$ cat config.mk
export PLATFORM = sky130hd
export DESIGN_NAME = fire_request_ctrl_flat
export DESIGN_NICKNAME = d
export VERILOG_FILES = /design/src/rtl/fire_pkg.sv /design/src/rtl/fire_request_ctrl_if.sv /design/src/rtl/sync_debounce.sv /design/src/rtl/fire_request_ctrl.sv /design/src/flat_wrapper.sv
export SDC_FILE = /design/constraint.sdc
export NUM_CORES = 1
export LEC_CHECK = 0
export BUFFER_PORTS_ARGS = -buffer_cell sky130_fd_sc_hd__buf_2
export CAP_MARGIN = 10
export CORE_MARGIN = 2
export CORE_UTILIZATION = 40
export CTS_CLUSTER_DIAMETER = 40
export DETAILED_ROUTE_END_ITERATION = 8
export GPL_ROUTABILITY_DRIVEN = 0
export PLACE_DENSITY = 0.57
export SYNTH_ARGS = -nofsm -noshare
export SYNTH_HDL_FRONTEND = slang
export SYNTH_SLANG_ARGS = --single-unit
$ cat constraint.sdc
create_clock -name clock -period 5.6 [get_ports clock]
set_input_delay 1.12 -clock clock [delete_from_list [all_inputs] [get_ports clock]]
set_output_delay 1.12 -clock clock [all_outputs]
set_load 0.005 [all_outputs]
$ cat src/rtl/fire_pkg.sv
// Shared definitions for the launcher firing path: controller state encoding and the
// clock/shot-window constants that the PWM sequencer must agree on.
package fire_pkg;

    localparam int unsigned CLK_HZ              = 50000000;
    localparam int unsigned SHOT_CYCLES_DEFAULT = 50000000;

    typedef enum logic [1:0] {
        StIdle,
        StFire,
        StShot,
        StCooldown
    } fire_state_e;

endpackage

$ cat src/rtl/fire_request_ctrl_if.sv
// Request/status bundle between the fire request controller and whoever drives it.
interface fire_request_ctrl_if;

    logic       fire_req;
    logic       arm;
    logic       reload;
    logic       shoot_pulse;
    logic       busy;
    logic       ready;
    logic [7:0] shots_left;
    logic       req_dropped;

    modport master (
        output fire_req,
        output arm,
        output reload,
        input  shoot_pulse,
        input  busy,
        input  ready,
        input  shots_left,
        input  req_dropped
    );

    modport slave (
        input  fire_req,
        input  arm,
        input  reload,
        output shoot_pulse,
        output busy,
        output ready,
        output shots_left,
        output req_dropped
    );

endinterface

$ cat src/rtl/sync_debounce.sv
// Two-flop synchronizer followed by a debounce counter; a level change is accepted only
// after the synchronized input has disagreed with the held level for DEBOUNCE_CYCLES.
module sync_debounce #(
    parameter int unsigned DEBOUNCE_CYCLES = 500000,
    parameter int unsigned CNT_W           = 32
) (
    input  logic clk_i,
    input  logic rst_ni,
    input  logic d_i,
    output logic level_o,
    output logic rise_o
);

    logic [1:0]       sync_q;
    logic [CNT_W-1:0] cnt_q, cnt_d;
    logic             level_q, level_d;
    logic             rise_q, rise_d;

    always_comb begin
        cnt_d   = '0;
        level_d = level_q;
        rise_d  = 1'b0;
        if (sync_q[1] != level_q) begin
            if (cnt_q == CNT_W'(DEBOUNCE_CYCLES - 1)) begin
                level_d = ~level_q;
                rise_d  = ~level_q;
            end else begin
                cnt_d = cnt_q + CNT_W'(1);
            end
        end
    end

    always_ff @(posedge clk_i or negedge rst_ni) begin
        if (!rst_ni) begin
            sync_q  <= 2'b00;
            cnt_q   <= '0;
            level_q <= 1'b0;
            rise_q  <= 1'b0;
        end else begin
            sync_q  <= {sync_q[0], d_i};
            cnt_q   <= cnt_d;
            level_q <= level_d;
            rise_q  <= rise_d;
        end
    end

    assign level_o = level_q;
    assign rise_o  = rise_q;

endmodule

$ cat src/rtl/fire_request_ctrl.sv
// Fire request front end: debounces the request, gates it with arm and magazine count,
// and issues one shoot pulse per accepted request followed by a shot + cooldown hold-off.
module fire_request_ctrl
    import fire_pkg::*;
#(
    parameter int unsigned DEBOUNCE_CYCLES = 500000,
    parameter int unsigned SHOT_CYCLES     = SHOT_CYCLES_DEFAULT,
    parameter int unsigned COOLDOWN_CYCLES = 25000000,
    parameter int unsigned MAX_SHOTS       = 4,
    parameter int unsigned CNT_W           = 32
) (
    input  logic                clock,
    input  logic                resetn,
    fire_request_ctrl_if.slave  bus
);

    localparam logic [7:0]       MaxShots    = 8'(MAX_SHOTS);
    localparam logic [CNT_W-1:0] ShotLast    = CNT_W'(SHOT_CYCLES - 1);
    localparam logic [CNT_W-1:0] CooldownLast = CNT_W'(COOLDOWN_CYCLES - 1);

    logic [1:0]       arm_sync_q;
    logic             arm_s;
    logic             fire_level;
    logic             fire_rise;
    logic             accept;

    fire_state_e      state_q;
    logic [CNT_W-1:0] timer_q;
    logic [7:0]       shots_left_q;
    logic             shoot_pulse_q;
    logic             req_dropped_q;

    sync_debounce #(
        .DEBOUNCE_CYCLES (DEBOUNCE_CYCLES),
        .CNT_W           (CNT_W)
    ) u_fire_db (
        .clk_i   (clock),
        .rst_ni  (resetn),
        .d_i     (bus.fire_req),
        .level_o (fire_level),
        .rise_o  (fire_rise)
    );

    always_ff @(posedge clock or negedge resetn) begin
        if (!resetn) begin
            arm_sync_q <= 2'b00;
        end else begin
            arm_sync_q <= {arm_sync_q[0], bus.arm};
        end
    end

    assign arm_s  = arm_sync_q[1];
    assign accept = fire_rise & fire_level;

    always_ff @(posedge clock or negedge resetn) begin
        if (!resetn) begin
            state_q       <= StIdle;
            timer_q       <= '0;
            shots_left_q  <= MaxShots;
            shoot_pulse_q <= 1'b0;
            req_dropped_q <= 1'b0;
        end else begin
            shoot_pulse_q <= 1'b0;
            req_dropped_q <= 1'b0;
            unique case (state_q)
                StIdle: begin
                    if (accept) begin
                        if (arm_s && (shots_left_q != 8'd0)) begin
                            state_q       <= StFire;
                            shoot_pulse_q <= 1'b1;
                        end else begin
                            req_dropped_q <= 1'b1;
                        end
                    end
                end
                StFire: begin
                    timer_q      <= '0;
                    shots_left_q <= shots_left_q - 8'd1;
                    state_q      <= StShot;
                end
                StShot: begin
                    if (timer_q == ShotLast) begin
                        timer_q <= '0;
                        state_q <= StCooldown;
                    end else begin
                        timer_q <= timer_q + CNT_W'(1);
                    end
                end
                StCooldown: begin
                    if (timer_q == CooldownLast) begin
                        timer_q <= '0;
                        state_q <= StIdle;
                    end else begin
                        timer_q <= timer_q + CNT_W'(1);
                    end
                end
            endcase
            // Requests never queue behind a shot in progress.
            if (accept && (state_q != StIdle)) begin
                req_dropped_q <= 1'b1;
            end
            // Reload overrides the FIRE decrement when both land in the same cycle.
            if (bus.reload) begin
                shots_left_q <= MaxShots;
            end
        end
    end

    assign bus.shoot_pulse = shoot_pulse_q;
    assign bus.req_dropped = req_dropped_q;
    assign bus.shots_left  = shots_left_q;
    assign bus.busy        = (state_q != StIdle);
    assign bus.ready       = (state_q == StIdle) && arm_s && (shots_left_q != 8'd0);

endmodule

$ cat src/flat_wrapper.sv
// flat-port wrapper written by rule: the top's interface ports become plain ports
module fire_request_ctrl_flat import fire_pkg::*;
#(
    parameter int unsigned DEBOUNCE_CYCLES = 500000,
    parameter int unsigned SHOT_CYCLES     = SHOT_CYCLES_DEFAULT,
    parameter int unsigned COOLDOWN_CYCLES = 25000000,
    parameter int unsigned MAX_SHOTS       = 4,
    parameter int unsigned CNT_W           = 32
)
  (clock, resetn, bus_fire_req, bus_arm, bus_reload, bus_shoot_pulse, bus_busy, bus_ready, bus_shots_left, bus_req_dropped);
  fire_request_ctrl_if bus_i ();
  input  logic clock;
  input  logic resetn;
  input wire logic [$bits(bus_i.fire_req)-1:0] bus_fire_req;
  input wire logic [$bits(bus_i.arm)-1:0] bus_arm;
  input wire logic [$bits(bus_i.reload)-1:0] bus_reload;
  output wire logic [$bits(bus_i.shoot_pulse)-1:0] bus_shoot_pulse;
  output wire logic [$bits(bus_i.busy)-1:0] bus_busy;
  output wire logic [$bits(bus_i.ready)-1:0] bus_ready;
  output wire logic [$bits(bus_i.shots_left)-1:0] bus_shots_left;
  output wire logic [$bits(bus_i.req_dropped)-1:0] bus_req_dropped;
  assign bus_i.fire_req = bus_fire_req;
  assign bus_i.arm = bus_arm;
  assign bus_i.reload = bus_reload;
  assign bus_shoot_pulse = bus_i.shoot_pulse;
  assign bus_busy = bus_i.busy;
  assign bus_ready = bus_i.ready;
  assign bus_shots_left = bus_i.shots_left;
  assign bus_req_dropped = bus_i.req_dropped;
  fire_request_ctrl #(.DEBOUNCE_CYCLES(DEBOUNCE_CYCLES), .SHOT_CYCLES(SHOT_CYCLES), .COOLDOWN_CYCLES(COOLDOWN_CYCLES), .MAX_SHOTS(MAX_SHOTS), .CNT_W(CNT_W)) u_core (.clock(clock), .resetn(resetn), .bus(bus_i));
endmodule
==> out/results.tsv <==
metric	value	unit
run_status	finished, final reports clean	
synth-edff-count	0	
syn_to_final_growth	8.609	%
ys_ff_latch	82	
endpoint_kind	primary output	
cts_buffer_depth	2	
setup_ws	2.144	ns
powerDensity	222.2	mW/mm^2
arrival	2.34	ns
period_needed	3.456	ns
pre_cts_ws	2.536	ns
setup_viol	0	
start_kind	register	
diodes	0	
criticalPathCategory	reg2out	
cpPeakStageDelay	0.57	ns
clock_latency	0.37	ns
crit_family	buffers and inverters	
clock_skew	0.009867	ns
dieArea	0.01171	sq mm
hold_viol	0	
io_pins	17	
critPathBufInv	4	
synth_area	0.004345	sq mm
holdBufCountCts	0	
ctsResizeCount	0	
synth_area_per_cell	9.571	sq um
cts_setup_buffers	0	
routedWlPerCell	14.76	microns
grt_max_degree	83	
num_rows	38	
syn_inst	454	
async_flop_share	1.000	
p_leak	2.024	nW
cts_tree	done	
path_clk_slew	0.07	ns
die_h	108.2	microns
drc	0	
grt_antenna_before_repair	0	
worst_hold_slack	0.3530	ns
cap_violations	0	
ant_nets	0	
io_buffers	16	
fin_nets	480	
firstDrtPassIters	4	
ys_seq_area_frac	0.4725	
synth_flop_cell	dfrtp_1	
cts_sinks	82	
num_vias	3360	
worstMarginPinSlew	1.044	ns
drive_gt1_frac	0.1104	
cts-buffers-inserted	9	
cts_max_level	3	
ir_worst_vdd	0.1739	mV
synthDistinctLibCells	58	
slew_violations	0	
slew_headroom	0.3041	
place_hpwl	6040	microns
grt_first_pass_wirelength	15500	microns
via_per_inst	5.499	
yosysWarnings	0	
fin_tns_setup	0	ns
fmax	0.2894	GHz
grt_pass1_vias	3230	
die_w	108.2	microns
slowest_stage	ha_1	
track_usage	0.1699	
hold_class	reg2reg	
critPathMaxFanout	22	
coreArea	0.01070	sq mm
wl	9019	microns
grt_setup_unrepaired	no	
path_cells	inv_1 > ha_1 > buf_4 > clkinv_1 > buf_2	
fillCellCount	1048	
root_buffer	clkbuf_8	
period_share	0.6171	
required	4.48	ns
syn_nets	467	
grt_overflow	0	
first_iter_violations	190	
initial_core_util	0.4062	
[per-layer routing]
metal / GRT usage / routed length, microns / part of all wire
met1: 0.2361 / 4522 / 0.50
met2: 0.2547 / 4049 / 0.45
met3: 0.04039 / 309 / 0.034
met4: 0.07051 / 138 / 0.015
met5: 0 / 0 / 0
[cell usage after synthesis, types with 2 or more instances]
cell type	count	share of area
nand2b_1	2	0.0029
o21ai_1	2	0.0023
nor2_1	57	0.049
a22o_1	7	0.014
o211ai_1	2	0.0035
nand2_1	42	0.036
o22ai_1	3	0.0043
ha_1	8	0.023
nand4_2	2	0.0058
a21o_1	8	0.014
dfrtp_1	81	0.47
a21oi_1	6	0.0069
and4_1	4	0.0081
a21oi_2	2	0.0040
mux2_2	2	0.0052
xnor2_1	14	0.028
o21ai_0	12	0.014
xor2_1	24	0.048
nor3_2	2	0.0046
nor4_1	11	0.016
or4_1	2	0.0035
or3_1	5	0.0072
clkbuf_1	10	0.0086
nor4_4	3	0.015
o41ai_1	3	0.0060
or2_2	3	0.0043
o31ai_1	8	0.014
nor3_1	14	0.016
and3_1	10	0.014
nand2_2	2	0.0029
a2bb2oi_1	4	0.0081
a22oi_1	2	0.0035
inv_1	12	0.010
nor2b_1	2	0.0029
buf_6	3	0.0078
nand3_1	36	0.041
and2_1	5	0.0072
nand4_1	15	0.022
a31oi_1	5	0.0072
[metrics by stage]
step | power (mW) | instances | cell area (sq um) | utilization
after floorplan | 0.6169 | 454 | 4345 | -
after global placement | 0.6320 | 596 | 4527 | 0.4232
after detailed placement | 0.6323 | 596 | 4527 | 0.4232
after CTS | 1.065 | 611 | 4720 | 0.4412
after global routing | 1.093 | 611 | 4720 | 0.4412
final | 1.049 | 611 | 4720 | 0.4412
[layout by cell type (no fill, tap or decap), drive strengths merged, types with 3 or more instances in the layout]
master,synthesis,routed
inv,12,12
buf,5,17
nand4,17,17
o22ai,3,3
dfrtp,81,81
o41ai,3,3
a31oi,5,5
nand3,37,37
and3,10,10
nor3,16,16
a2bb2oi,5,5
clkinv,1,3
xnor2,14,14
o21ai,14,14
a21o,8,8
or2,4,4
a21oi,8,8
nor2,58,58
and2,5,5
a22o,7,7
ha,8,8
nor4,14,14
and4,4,4
clkbuf,10,10
or3,5,5
nand2,44,44
o31ai,8,8
xor2,24,24
[area by class of cell]
type	instances	area, sq um	share of cell area
multi-input cells	344	2160	0.4576
well taps	140	175.2	0.03712
flip-flops and latches	82	2053	0.4350
clock buffers	10	137.6	0.02916
clock inverters	5	55.05	0.01166
inverters	13	48.80	0.01034
repair buffers	17	90.09	0.01909
[cell families after synthesis]
logic type      Yosys count  share of synthesized area
xor+xnor                 38                    0.07659
simple gates            226                     0.2770
mux                       3                   0.007486
buf+inv                  28                    0.03052
fa+ha+maj                 8                    0.02304
compound gates           69                     0.1129
flops                    82                     0.4725
[power by group]
part / switching, mW / leakage (nW) / internal, mW / total [mW]
logic: 0.0179 / 0.799 / 0.00399 / 0.0219
registers: 0.00255 / 1.13 / 0.595 / 0.597
clock network: 0.215 / 0.0941 / 0.214 / 0.429
[final timing paths]
| kind | from | to | slack, ns | cells after the start |
|---|---|---|---|---|
| setup / recovery | u_core.state_q[0] | bus_busy | 2.14 | 5 |
| hold / removal | u_core.arm_sync_q[0] | u_core.arm_sync_q[1] | 0.35 | 0 |
| setup reg to reg | u_core.timer_q[0] | u_core.timer_q[25] | 2.87 | 7 |
| hold reg to reg | u_core.arm_sync_q[0] | u_core.arm_sync_q[1] | 0.35 | 0 |
| max in group asynchronous | resetn | u_core.timer_q[14] | 3.99 | 1 |
| min in group asynchronous | resetn | u_core.timer_q[11] | 0.91 | 1 |
[flip-flops by register name, summed over array words and instances, names as in the netlist]
signal	flops
u_core.state_q	2
u_core.u_fire_db.rise_o	1
u_core.u_fire_db.level_o	1
u_core.bus.req_dropped	1
u_core.u_fire_db.cnt_q	32
u_core.bus.shots_left	8
u_core.u_fire_db.sync_q	2
u_core.arm_sync_q	2
u_core.bus.shoot_pulse	1
u_core.timer_q	32
Power figures use the tool's default switching activity.
